## src/rtl/cp0_exc_seq_if.sv

```systemverilog
`default_nettype none
// ============================================================================
// Module      : cp0_exc_seq_if
// Description : Groups the CP0 / ID-stage / PC-redirect signals that connect
//               the exception sequencer to the rest of the pipeline.
// Revision    : 1.0 - initial release
// ============================================================================
interface cp0_exc_seq_if;
  logic [5:0]  int_req;
  logic        id_valid;
  logic        id_stall;
  logic        id_eret;
  logic [29:0] epc;
  logic        exl_set;
  logic        exl_clr;
  logic        flush_ifid;
  logic        hold_pc;
  logic        pc_redirect;
  logic [29:0] redirect_pc;
  logic        busy;

  modport master (
    input  int_req, id_valid, id_stall, id_eret, epc,
    output exl_set, exl_clr, flush_ifid, hold_pc, pc_redirect, redirect_pc, busy
  );

  modport slave (
    output int_req, id_valid, id_stall, id_eret, epc,
    input  exl_set, exl_clr, flush_ifid, hold_pc, pc_redirect, redirect_pc, busy
  );
endinterface
`default_nettype wire

```

## src/rtl/cp0_exc_seq.sv

```systemverilog
`default_nettype none
// ============================================================================
// Module      : cp0_exc_seq
// Description : Interrupt-entry / ERET-return sequencer around CP0. Drains the
//               back end, then redirects the PC to the handler or to EPC.
// Revision    : 1.0 - initial release
// ============================================================================
module cp0_exc_seq #(
  parameter logic [29:0] HANDLER_PC   = 30'h0000_1060,
  parameter int          DRAIN_CYCLES = 3,
  parameter int          CNT_W        = 4
) (
  input  logic              clk,
  input  logic              rst,
  cp0_exc_seq_if.master     bus
);

  typedef enum logic [2:0] {
    S_IDLE      = 3'd0,
    S_INT_DRAIN = 3'd1,
    S_INT_GO    = 3'd2,
    S_RET_DRAIN = 3'd3,
    S_RET_GO    = 3'd4
  } state_t;

  localparam logic [CNT_W-1:0] c_cnt_load = CNT_W'(DRAIN_CYCLES - 1);

  state_t           r_state;
  state_t           w_state_nxt;
  logic [CNT_W-1:0] r_cnt;
  logic [CNT_W-1:0] w_cnt_nxt;
  logic [29:0]      r_redirect_pc;
  logic [29:0]      w_redirect_pc;
  logic             w_accept;
  logic             w_exl_set;
  logic             w_exl_clr;
  logic             w_flush_ifid;
  logic             w_hold_pc;
  logic             w_pc_redirect;

  // Bubbles and stalled instructions never start a sequence, so EPC is always
  // the PC of a real instruction.
  assign w_accept = bus.id_valid && !bus.id_stall;

  always_ff @(posedge clk) begin
    if (rst) begin
      r_state       <= S_IDLE;
      r_cnt         <= '0;
      r_redirect_pc <= '0;
    end else begin
      r_state       <= w_state_nxt;
      r_cnt         <= w_cnt_nxt;
      r_redirect_pc <= w_redirect_pc;
    end
  end

  always_comb begin
    w_state_nxt   = r_state;
    w_cnt_nxt     = r_cnt;
    w_redirect_pc = r_redirect_pc;
    w_exl_set     = 1'b0;
    w_exl_clr     = 1'b0;
    w_flush_ifid  = 1'b0;
    w_hold_pc     = 1'b0;
    w_pc_redirect = 1'b0;

    case (r_state)
      S_IDLE: begin
        if (w_accept) begin
          // ERET wins over a coincident interrupt request.
          if (bus.id_eret) begin
            w_state_nxt = S_RET_DRAIN;
            w_cnt_nxt   = c_cnt_load;
          end else if (|bus.int_req) begin
            w_exl_set    = 1'b1;
            w_flush_ifid = 1'b1;
            w_state_nxt  = S_INT_DRAIN;
            w_cnt_nxt    = c_cnt_load;
          end
        end
      end
      S_INT_DRAIN: begin
        w_hold_pc    = 1'b1;
        w_flush_ifid = 1'b1;
        if (r_cnt == '0) begin
          w_state_nxt = S_INT_GO;
        end else begin
          w_cnt_nxt = r_cnt - 1'b1;
        end
      end
      S_INT_GO: begin
        w_pc_redirect = 1'b1;
        w_redirect_pc = HANDLER_PC;
        w_state_nxt   = S_IDLE;
      end
      S_RET_DRAIN: begin
        // Draining also lets an in-flight MTC0 EPC land before epc is used.
        w_hold_pc    = 1'b1;
        w_flush_ifid = 1'b1;
        if (r_cnt == '0) begin
          w_state_nxt = S_RET_GO;
        end else begin
          w_cnt_nxt = r_cnt - 1'b1;
        end
      end
      S_RET_GO: begin
        w_pc_redirect = 1'b1;
        w_redirect_pc = bus.epc;
        w_exl_clr     = 1'b1;
        w_state_nxt   = S_IDLE;
      end
      default: begin
        w_state_nxt = S_IDLE;
      end
    endcase
  end

  // Control strobes are forced low while reset is held so nothing escapes
  // from a sequence that is being aborted.
  assign bus.exl_set     = w_exl_set     & ~rst;
  assign bus.exl_clr     = w_exl_clr     & ~rst;
  assign bus.flush_ifid  = w_flush_ifid  & ~rst;
  assign bus.hold_pc     = w_hold_pc     & ~rst;
  assign bus.pc_redirect = w_pc_redirect & ~rst;
  assign bus.busy        = (r_state != S_IDLE) & ~rst;
  assign bus.redirect_pc = w_redirect_pc;

endmodule
`default_nettype wire

```

## src/flat_wrapper.sv

```systemverilog
// flat-port wrapper written by rule: the top's interface ports become plain ports
module cp0_exc_seq_flat 
#(
  parameter logic [29:0] HANDLER_PC   = 30'h0000_1060,
  parameter int          DRAIN_CYCLES = 3,
  parameter int          CNT_W        = 4
)
  (clk, rst, bus_int_req, bus_id_valid, bus_id_stall, bus_id_eret, bus_epc, bus_exl_set, bus_exl_clr, bus_flush_ifid, bus_hold_pc, bus_pc_redirect, bus_redirect_pc, bus_busy);
  cp0_exc_seq_if bus_i ();
  input  logic clk;
  input  logic rst;
  input wire logic [$bits(bus_i.int_req)-1:0] bus_int_req;
  input wire logic [$bits(bus_i.id_valid)-1:0] bus_id_valid;
  input wire logic [$bits(bus_i.id_stall)-1:0] bus_id_stall;
  input wire logic [$bits(bus_i.id_eret)-1:0] bus_id_eret;
  input wire logic [$bits(bus_i.epc)-1:0] bus_epc;
  output wire logic [$bits(bus_i.exl_set)-1:0] bus_exl_set;
  output wire logic [$bits(bus_i.exl_clr)-1:0] bus_exl_clr;
  output wire logic [$bits(bus_i.flush_ifid)-1:0] bus_flush_ifid;
  output wire logic [$bits(bus_i.hold_pc)-1:0] bus_hold_pc;
  output wire logic [$bits(bus_i.pc_redirect)-1:0] bus_pc_redirect;
  output wire logic [$bits(bus_i.redirect_pc)-1:0] bus_redirect_pc;
  output wire logic [$bits(bus_i.busy)-1:0] bus_busy;
  assign bus_i.int_req = bus_int_req;
  assign bus_i.id_valid = bus_id_valid;
  assign bus_i.id_stall = bus_id_stall;
  assign bus_i.id_eret = bus_id_eret;
  assign bus_i.epc = bus_epc;
  assign bus_exl_set = bus_i.exl_set;
  assign bus_exl_clr = bus_i.exl_clr;
  assign bus_flush_ifid = bus_i.flush_ifid;
  assign bus_hold_pc = bus_i.hold_pc;
  assign bus_pc_redirect = bus_i.pc_redirect;
  assign bus_redirect_pc = bus_i.redirect_pc;
  assign bus_busy = bus_i.busy;
  cp0_exc_seq #(.HANDLER_PC(HANDLER_PC), .DRAIN_CYCLES(DRAIN_CYCLES), .CNT_W(CNT_W)) u_core (.clk(clk), .rst(rst), .bus(bus_i));
endmodule
```

## config.mk

```make
export PLATFORM = sky130hd
export DESIGN_NAME = cp0_exc_seq_flat
export DESIGN_NICKNAME = d
export VERILOG_FILES = /design/src/rtl/cp0_exc_seq_if.sv /design/src/rtl/cp0_exc_seq.sv /design/src/flat_wrapper.sv
export SDC_FILE = /design/constraint.sdc
export NUM_CORES = 1
export LEC_CHECK = 0
export CAP_MARGIN = 20
export CORE_MARGIN = 4
export CORE_UTILIZATION = 36
export DETAILED_ROUTE_END_ITERATION = 8
export PLACE_DENSITY_LB_ADDON = 0.3
export SLEW_MARGIN = 0
export SYNTH_ARGS = -nofsm -noshare
export SYNTH_HDL_FRONTEND = slang
export SYNTH_SLANG_ARGS = --single-unit
export TNS_END_PERCENT = 10
```

## constraint.sdc

```tcl
create_clock -name clk -period 1.65 [get_ports clk]
set_clock_uncertainty 0.15 [all_clocks]
set_input_delay 0.2475 -clock clk [delete_from_list [all_inputs] [get_ports clk]]
set_output_delay 0.2475 -clock clk [all_outputs]
set_load 0.02 [all_outputs]
```

==> results of run 1 <==
logic make-up after synthesis:
logic type / after synthesis / share of synthesized area
buffers and inverters: 15 / 0.0422
AOI/OAI and AO/OA: 48 / 0.252
DFF: 37 / 0.462
xor gates and xnor gates: 1 / 0.00547
and+or+nand+nor: 57 / 0.222
adders and majority gates: 2 / 0.0156
synthesized netlist by cell type (all sizes together), types with 2 or more instances:
cell type and n:
a21oi 8, a22o 27, buf 7, clkbuf 4
dfxtp 37, ha 2, inv 4, nand2 3
nand2b 4, nor2 7, nor2b 32, nor3 3
o22a 6, or4 2
layout by cell type (no fill, tap or decap), types with 2 or more instances in the layout:
cell	n
sky130_fd_sc_hd__a21oi_1	7
sky130_fd_sc_hd__a22o_1	26
sky130_fd_sc_hd__buf_12	2
sky130_fd_sc_hd__buf_2	29
sky130_fd_sc_hd__buf_4	26
sky130_fd_sc_hd__buf_6	11
sky130_fd_sc_hd__clkbuf_8	5
sky130_fd_sc_hd__clkdlybuf4s50_1	35
sky130_fd_sc_hd__clkinv_2	2
sky130_fd_sc_hd__dfxtp_1	34
sky130_fd_sc_hd__dfxtp_4	2
sky130_fd_sc_hd__ha_1	2
sky130_fd_sc_hd__inv_1	4
sky130_fd_sc_hd__nand2_1	3
sky130_fd_sc_hd__nand2b_1	2
sky130_fd_sc_hd__nor2_1	5
sky130_fd_sc_hd__nor2_2	2
sky130_fd_sc_hd__nor2b_1	30
sky130_fd_sc_hd__o22a_1	6
what timing repair did:
| action | in CTS | in global routing |
|---|---|---|
| setup endpoints to repair | 45 | 42 |
| pin swaps | 8 | 3 |
| buffers inserted | 1 | 0 |
| resized for setup | 168 | 19 |
per-layer routing:
metal	routed length, um	global-route usage
met5	0	0
met4	15	0.0593
met3	316	0.0587
met2	2230	0.280
met1	1920	0.192
state kept, by name, indices dropped and copies added (netlist names):
| name | cells |
|---|---|
| u_core.r_cnt | 4 |
| u_core.r_redirect_pc | 30 |
| u_core.r_state | 3 |
per-stage QoR:
stage	setup WS (ps)	setup TNS, ps	instances	total power, W	cell area, um^2
2_1_floorplan	-191	-1510	160	0.00108	1650
3_5_place_dp	-1070	-19570	305	0.00128	2660
4_1_cts	-382	-9360	314	0.00189	2690
5_1_grt	-329	-10320	314	0.00195	2660
3_3_place_gp	-1030	-17800	305	0.00127	2660
6_report	-311	-7670	314	0.00187	2660
tightest hold or removal path, delay by kind of cell (launching register included):
family	cells	cell delay, ps
AOI/OAI and AO/OA	1	60
DFF	1	330
and+or+nand+nor	1	70
path summary, 6_finish.rpt:
path	end	cells past startpoint	slack, ps
worst max-delay path	bus_flush_ifid	6	-310
worst min-delay path	u_core.r_cnt[0]$_SDFFE_PP0P_	2	340
worst max register to register	u_core.r_cnt[2]$_SDFFE_PP0P_	6	-140
worst min register to register	u_core.r_cnt[0]$_SDFFE_PP0P_	2	340
layout make-up:
cell class / instances / area share
repair buffers: 105 / 0.329
well taps: 52 / 0.0245
clock buffers: 6 / 0.0273
multi-input cells: 108 / 0.328
inverters: 4 / 0.00565
clock inverters: 2 / 0.00377
flip-flops and latches: 37 / 0.282
power breakdown:
group	switching, W	internal, W	total [W]
Clock	0.000318	0.000293	0.000611
Combinational	0.000143	0.000193	0.000336
Sequential	0.0000125	0.000907	0.000919
==> out/qor.tcl, run 1 <==
set qor(post-route-drc-count) 0
set qor(peak_fanout_along_the_critical_path) 2
set qor(clock_latency_ps) 290
set qor(clock_tree.htree_level_count) 2
set qor(detailedRoute.firstPassIterationCount) 4
set qor(finish.net_count) 304
set qor(rows) 24
set qor(vdd_ir_drop_max_mv) 0.511
set qor(slowest_cp_cell) {sky130_fd_sc_hd__or4_4}
set qor(yosys.area.top_type) {sky130_fd_sc_hd__dfxtp_1}
set qor(synth_cells) 160
set qor(register_area_um2) 749
set qor(post-route-min-period_ps) 1960
set qor(initialDrtViolationCount) 41
set qor(fillers) 395
set qor(cp.buffers_inverters) 2
set qor(critPathRequiredTime_ps) 1250
set qor(min_path_type) {register to register}
set qor(detailedPlacementHpwl_mm) 3.24
set qor(failed_checks) {setup timing}
set qor(dr_total_vias) 1541
set qor(grt_antenna_before_repair) 0
set qor(synth-async-reset-ratio) 0
set qor(utilization) 0.614
set qor(hold_viol_final) 0
set qor(wirelength_mm) 4.49
set qor(path_class) {primary input to output pin}
set qor(drt.antenna.violating_nets) 0
set qor(drt-wirelength-per-cell_um) 14.3
set qor(worst_pin_slew_ps) 269
set qor(postCtsHoldBufs) 0
set qor(ys_warn_count) 0
set qor(clock_sink_count) 37
set qor(die_h_um) 74.7
set qor(first_global_vias) 1576
set qor(crit_family) {simple AND/OR/NAND/NOR gates}
set qor(postSynthNetCount) 203
set qor(portBuffers) 76
set qor(worstSetupStartpoint) {bus_int_req[3]}
set qor(die_span_x_um) 74.7
set qor(clk_transition_reported_paths_ps) 70
set qor(synthesis.area_per_instance_um2) 10.0
set qor(critical_path.cell_chain) {buf_6 -> or4_4 -> o311ai_4 -> nor3_4 -> or2_4 -> buf_6}
set qor(layout-drive-gt1-share) 0.366
set qor(rsz0062_at_grt) {yes}
set qor(synth.ff_latch_count) 37
set qor(place.gp.congestion) 0.823
set qor(synth_cell_type_count) 32
set qor(netlist_area_mm2) 0.00160
set qor(setup.worst_path.start_class) {primary input}
set qor(cts_root_buffer) {sky130_fd_sc_hd__clkbuf_8}
set qor(floorplan.core_area_mm2) 0.00432
set qor(max-slew-margin-rel) 0.820
set qor(floorplan.die_area_mm2) 0.00558
set qor(grt_max_degree) 29
set qor(area.growth.synth_to_final_pct) 65.7
set qor(wire_length_of_the_first_global_routing_pass_mm) 7.02
set qor(final.period_utilization) 1.19
set qor(drv_slew) 0
set qor(io-pin-count) 77
set qor(min_delay_startpoint) {u_core.r_cnt[0]$_SDFFE_PP0P_}
set qor(fin_worst_hold_slack_ps) 343
set qor(critical_path.endpoint_type) {output pin}
set qor(r2r-start) {u_core.r_state[2]$_SDFFE_PP0P_}
set qor(timing.max_cap.violations) 0
set qor(power_leakage_nw) 1.18
set qor(finalWorstSetupSlack_ps) -311
set qor(p_per_area_mw_per_mm2) 702
set qor(cts-root-to-sink-buffers) 2
set qor(cp.arrival_ps) 1560
set qor(netlist_top_cells_area) {sky130_fd_sc_hd__dfxtp_1, sky130_fd_sc_hd__a22o_1, sky130_fd_sc_hd__nor2b_1, sky130_fd_sc_hd__o22a_1, sky130_fd_sc_hd__a21oi_1}
set qor(avgViaCountPerCell) 4.91
set qor(cts_tree) {built}
set qor(clock.fmax_mhz) 510
set qor(ys_dominant_reg_cell) {sky130_fd_sc_hd__dfxtp_1}
set qor(outcome) {finished with violations}
set qor(count_of_antenna_diodes_in_the_layout) 0
set qor(global_route_congestion_overflow_total) 0
set qor(synth-edff-count) 0
set qor(tritoncts.num_buffers) 5
set qor(global_router_s_overall_resource_usage) 0.165
set qor(setup_viol) 39
set qor(synth.yosys.seq_area_share) 0.462
set qor(critical_path.max_stage_delay_ps) 550
set qor(synth_top_area_share) 0.462
set qor(multi_input_area_um2) 871
set qor(initial_utilization) 0.371
set qor(critical-path-top-cell-by-count) {sky130_fd_sc_hd__buf_6}
Note: power is estimated with default switching activity, not from simulation.
==> inputs of run 2 (changes only) <==
Settings changed: SKIP_CTS_REPAIR_TIMING from default to 1.
==> run 2 against run 1 <==
Effect of this change:
- the run still ends with setup timing left
- combinational power about the same
- sequential share of layout area about the same
- power increased by 0.11%
- final cell count increased by 0.32%
- register-to-register slack about the same
- core utilization about the same
- critical path depth unchanged
- cell area about the same
- count of clock-buffer cells in the layout unchanged
==> out/qor.tcl, run 2 (synthesized netlist as in run 1, its figures left out) <==
set qor(layout-drive-gt1-share) 0.357 ;# was 0.366
set qor(endpoint_of_the_worst_setup_timing_path) {bus_flush_ifid} ;# unchanged
set qor(avgViaCountPerCell) 4.88 ;# was 4.91
set qor(clock_tree.htree_level_count) 2 ;# unchanged
set qor(die_h_um) 74.7 ;# unchanged
set qor(first_global_vias) 1550 ;# was 1,576
set qor(global_route_congestion_overflow_total) 0 ;# unchanged
set qor(worst_pin_slew_ps) 273 ;# was 269 ps
set qor(wire_length_of_the_first_global_routing_pass_mm) 6.98 ;# was 7.02 mm
set qor(drv_slew) 0 ;# unchanged
set qor(place.gp.congestion) 0.823 ;# unchanged
set qor(rsz0062_at_grt) {yes} ;# unchanged
set qor(sequentialPowerShare) 0.492 ;# was 0.493
set qor(clock_latency_ps) 290 ;# about the same
set qor(detailedRoute.firstPassIterationCount) 4 ;# unchanged
set qor(drt.antenna.violating_nets) 0 ;# unchanged
set qor(outcome) {finished with violations} ;# unchanged
set qor(fin_tns_setup_ps) -7920 ;# was -7670 ps
set qor(final.period_utilization) 1.23 ;# was 1.19
set qor(setup.reg_to_reg.worst_slack_ps) -140 ;# about the same
set qor(clk_transition_reported_paths_ps) 70 ;# about the same
set qor(clock.fmax_mhz) 491 ;# was 510 MHz
set qor(count_of_antenna_diodes_in_the_layout) 0 ;# unchanged
set qor(failed_checks) {setup timing} ;# unchanged
set qor(dr_total_vias) 1537 ;# was 1,541
set qor(layout_commonest_cell) {sky130_fd_sc_hd__clkdlybuf4s50_1} ;# unchanged
set qor(netSwitchingPower_w) 0.000473 ;# was 0.000474 W
set qor(peak_fanout_along_the_critical_path) 2 ;# unchanged
set qor(cts_tree) {built} ;# unchanged
set qor(wirelength_mm) 4.43 ;# was 4.49 mm
set qor(r2r-start) {u_core.r_state[2]$_SDFFE_PP0P_} ;# unchanged
set qor(drt-wirelength-per-cell_um) 14.1 ;# was 14.3 um
set qor(share_clk_of_total_power) 0.328 ;# was 0.327
set qor(floorplan.core_area_mm2) 0.00432 ;# unchanged
set qor(power_frac_comb) 0.181 ;# was 0.180
set qor(critical-path-top-cell-by-count) {sky130_fd_sc_hd__buf_6} ;# unchanged
set qor(cp.arrival_ps) 1640 ;# was 1560 ps
set qor(initialDrtViolationCount) 51 ;# was 41
set qor(largest_registers) {u_core.r_redirect_pc x30, u_core.r_cnt x4, u_core.r_state x3} ;# unchanged
set qor(path_class) {primary input to output pin} ;# unchanged
set qor(critPathRequiredTime_ps) 1250 ;# about the same
set qor(vdd_ir_drop_max_mv) 0.509 ;# was 0.511 mV
set qor(crit-reg2reg-capture) {u_core.r_cnt[2]$_SDFFE_PP0P_} ;# unchanged
set qor(initial_utilization) 0.371 ;# unchanged
set qor(worst_r2r_path_depth) 6 ;# unchanged
set qor(critical_path.max_stage_delay_ps) 550 ;# about the same
set qor(power_leakage_nw) 1.20 ;# was 1.18 nW
set qor(setup_viol) 40 ;# was 39
set qor(clock_sink_count) 37 ;# unchanged
set qor(post-route-min-period_ps) 2040 ;# was 1960 ps
set qor(io-pin-count) 77 ;# unchanged
set qor(max_flop_register) {u_core.r_redirect_pc} ;# unchanged
set qor(grt_max_degree) 29 ;# unchanged
set qor(cts-root-to-sink-buffers) 2 ;# unchanged
set qor(p_per_area_mw_per_mm2) 704 ;# was 702 mW/mm^2
set qor(post-route-drc-count) 0 ;# unchanged
set qor(finalWorstSetupSlack_ps) -386 ;# was -311 ps
set qor(power_switching_share) 0.253 ;# was 0.254
set qor(final_cell_mix) {sky130_fd_sc_hd__clkdlybuf4s50_1, sky130_fd_sc_hd__dfxtp_1, sky130_fd_sc_hd__nor2b_1} ;# unchanged
set qor(max-slew-margin-rel) 0.818 ;# was 0.820
set qor(area.growth.synth_to_final_pct) 65.7 ;# about the same
set qor(critical_path.cell_chain) {buf_6 -> or4_4 -> o311ai_4 -> nor3_4 -> or2_4 -> buf_6} ;# unchanged
set qor(global_router_s_overall_resource_usage) 0.163 ;# was 0.165
set qor(rows) 24 ;# unchanged
set qor(timing.max_cap.violations) 0 ;# unchanged
set qor(grt_antenna_before_repair) 0 ;# unchanged
set qor(portBuffers) 76 ;# unchanged
set qor(floorplan.die_area_mm2) 0.00558 ;# unchanged
set qor(tritoncts.num_buffers) 5 ;# unchanged
set qor(cts_root_buffer) {sky130_fd_sc_hd__clkbuf_8} ;# unchanged
set qor(finish.net_count) 305 ;# was 304
set qor(internal_power_w) 0.00139 ;# about the same
set qor(worstSetupStartpoint) {bus_int_req[2]} ;# was bus_int_req[3]
set qor(die_span_x_um) 74.7 ;# unchanged
set qor(slowest_cp_cell) {sky130_fd_sc_hd__or4_4} ;# unchanged
set qor(detailedPlacementHpwl_mm) 3.24 ;# unchanged
set qor(hold_viol_final) 0 ;# unchanged
set qor(critical_path.endpoint_type) {output pin} ;# unchanged
set qor(fin_worst_hold_slack_ps) 339 ;# was 343 ps
set qor(largest_register_ffs) 30 ;# unchanged
set qor(setup.worst_path.start_class) {primary input} ;# unchanged
set qor(min_path_type) {register to register} ;# unchanged
-- run 2: cell types whose count changed in the layout (fill, tap and decap cells not counted), sizes merged --
cell | before | now
dlygate4sd2 | 1 | 0
dlymetal6s2s | 0 | 2
clkbuf | 6 | 9
clkdlybuf4s50 | 35 | 36
clkdlybuf4s15 | 1 | 0
buf | 68 | 65
-- run 2: power by group through the flow --
stage | sequential, W | combinational (W) | clock, W
after floorplan | 0.000936 | 0.000144 | 0
after global placement | 0.000939 | 0.000330 | 0
after detailed placement | 0.000940 | 0.000336 | 0
after CTS | 0.000920 | 0.000337 | 0.000634
after global routing | 0.000920 | 0.000363 | 0.000671
final | 0.000919 | 0.000337 | 0.000612
-- run 2: worst min-delay path by stage --
stage                                       from                            to  slack [ps]  cells past startpoint
finish              u_core.r_cnt[0]$_SDFFE_PP0P_  u_core.r_cnt[0]$_SDFFE_PP0P_         340                      2
global route        u_core.r_cnt[0]$_SDFFE_PP0P_  u_core.r_cnt[0]$_SDFFE_PP0P_         360                      2
global placement    u_core.r_cnt[0]$_SDFFE_PP0P_  u_core.r_cnt[0]$_SDFFE_PP0P_         330                      2
floorplan                                    rst  u_core.r_cnt[2]$_SDFFE_PP0P_         270                      2
CTS                 u_core.r_cnt[0]$_SDFFE_PP0P_  u_core.r_cnt[0]$_SDFFE_PP0P_         340                      2
detailed placement  u_core.r_cnt[0]$_SDFFE_PP0P_  u_core.r_cnt[0]$_SDFFE_PP0P_         330                      2
-- run 2: worst max-delay path, delay by kind of cell --
kind	cells	cell delay, ps
simple gates	3	850
compound gates	1	320
buf+inv	2	220
-- run 2: layout make-up --
class	count	area (um^2)
clock buffers	6	72.6
clock inverters	2	10.0
well taps	52	65.1
multi-input cells	108	861
flip-flops and latches	37	749
inverters	4	15.0
fillers	404	1670
repair buffers	106	882
-- run 2: routing by layer --
metal  part of all wire  vias up  global-route usage
li1                   -      780                   -
met1               0.43      711               0.196
met2               0.49       44               0.271
met3              0.074        2              0.0587
met4             0.0034        0              0.0514
met5                  0        -                   0
-- run 2: through the flow --
stage	instance area, um^2	power (W)	util	std cells	setup WS, ps
5_1_grt	2660	0.00195	0.614	315	-403
4_1_cts	2740	0.00189	0.634	313	-1070
6_report	2660	0.00187	0.614	315	-386
2_1_floorplan	1650	0.00108	-	160	-191
3_3_place_gp	2660	0.00127	0.615	305	-1030
3_5_place_dp	2660	0.00128	0.615	305	-1070
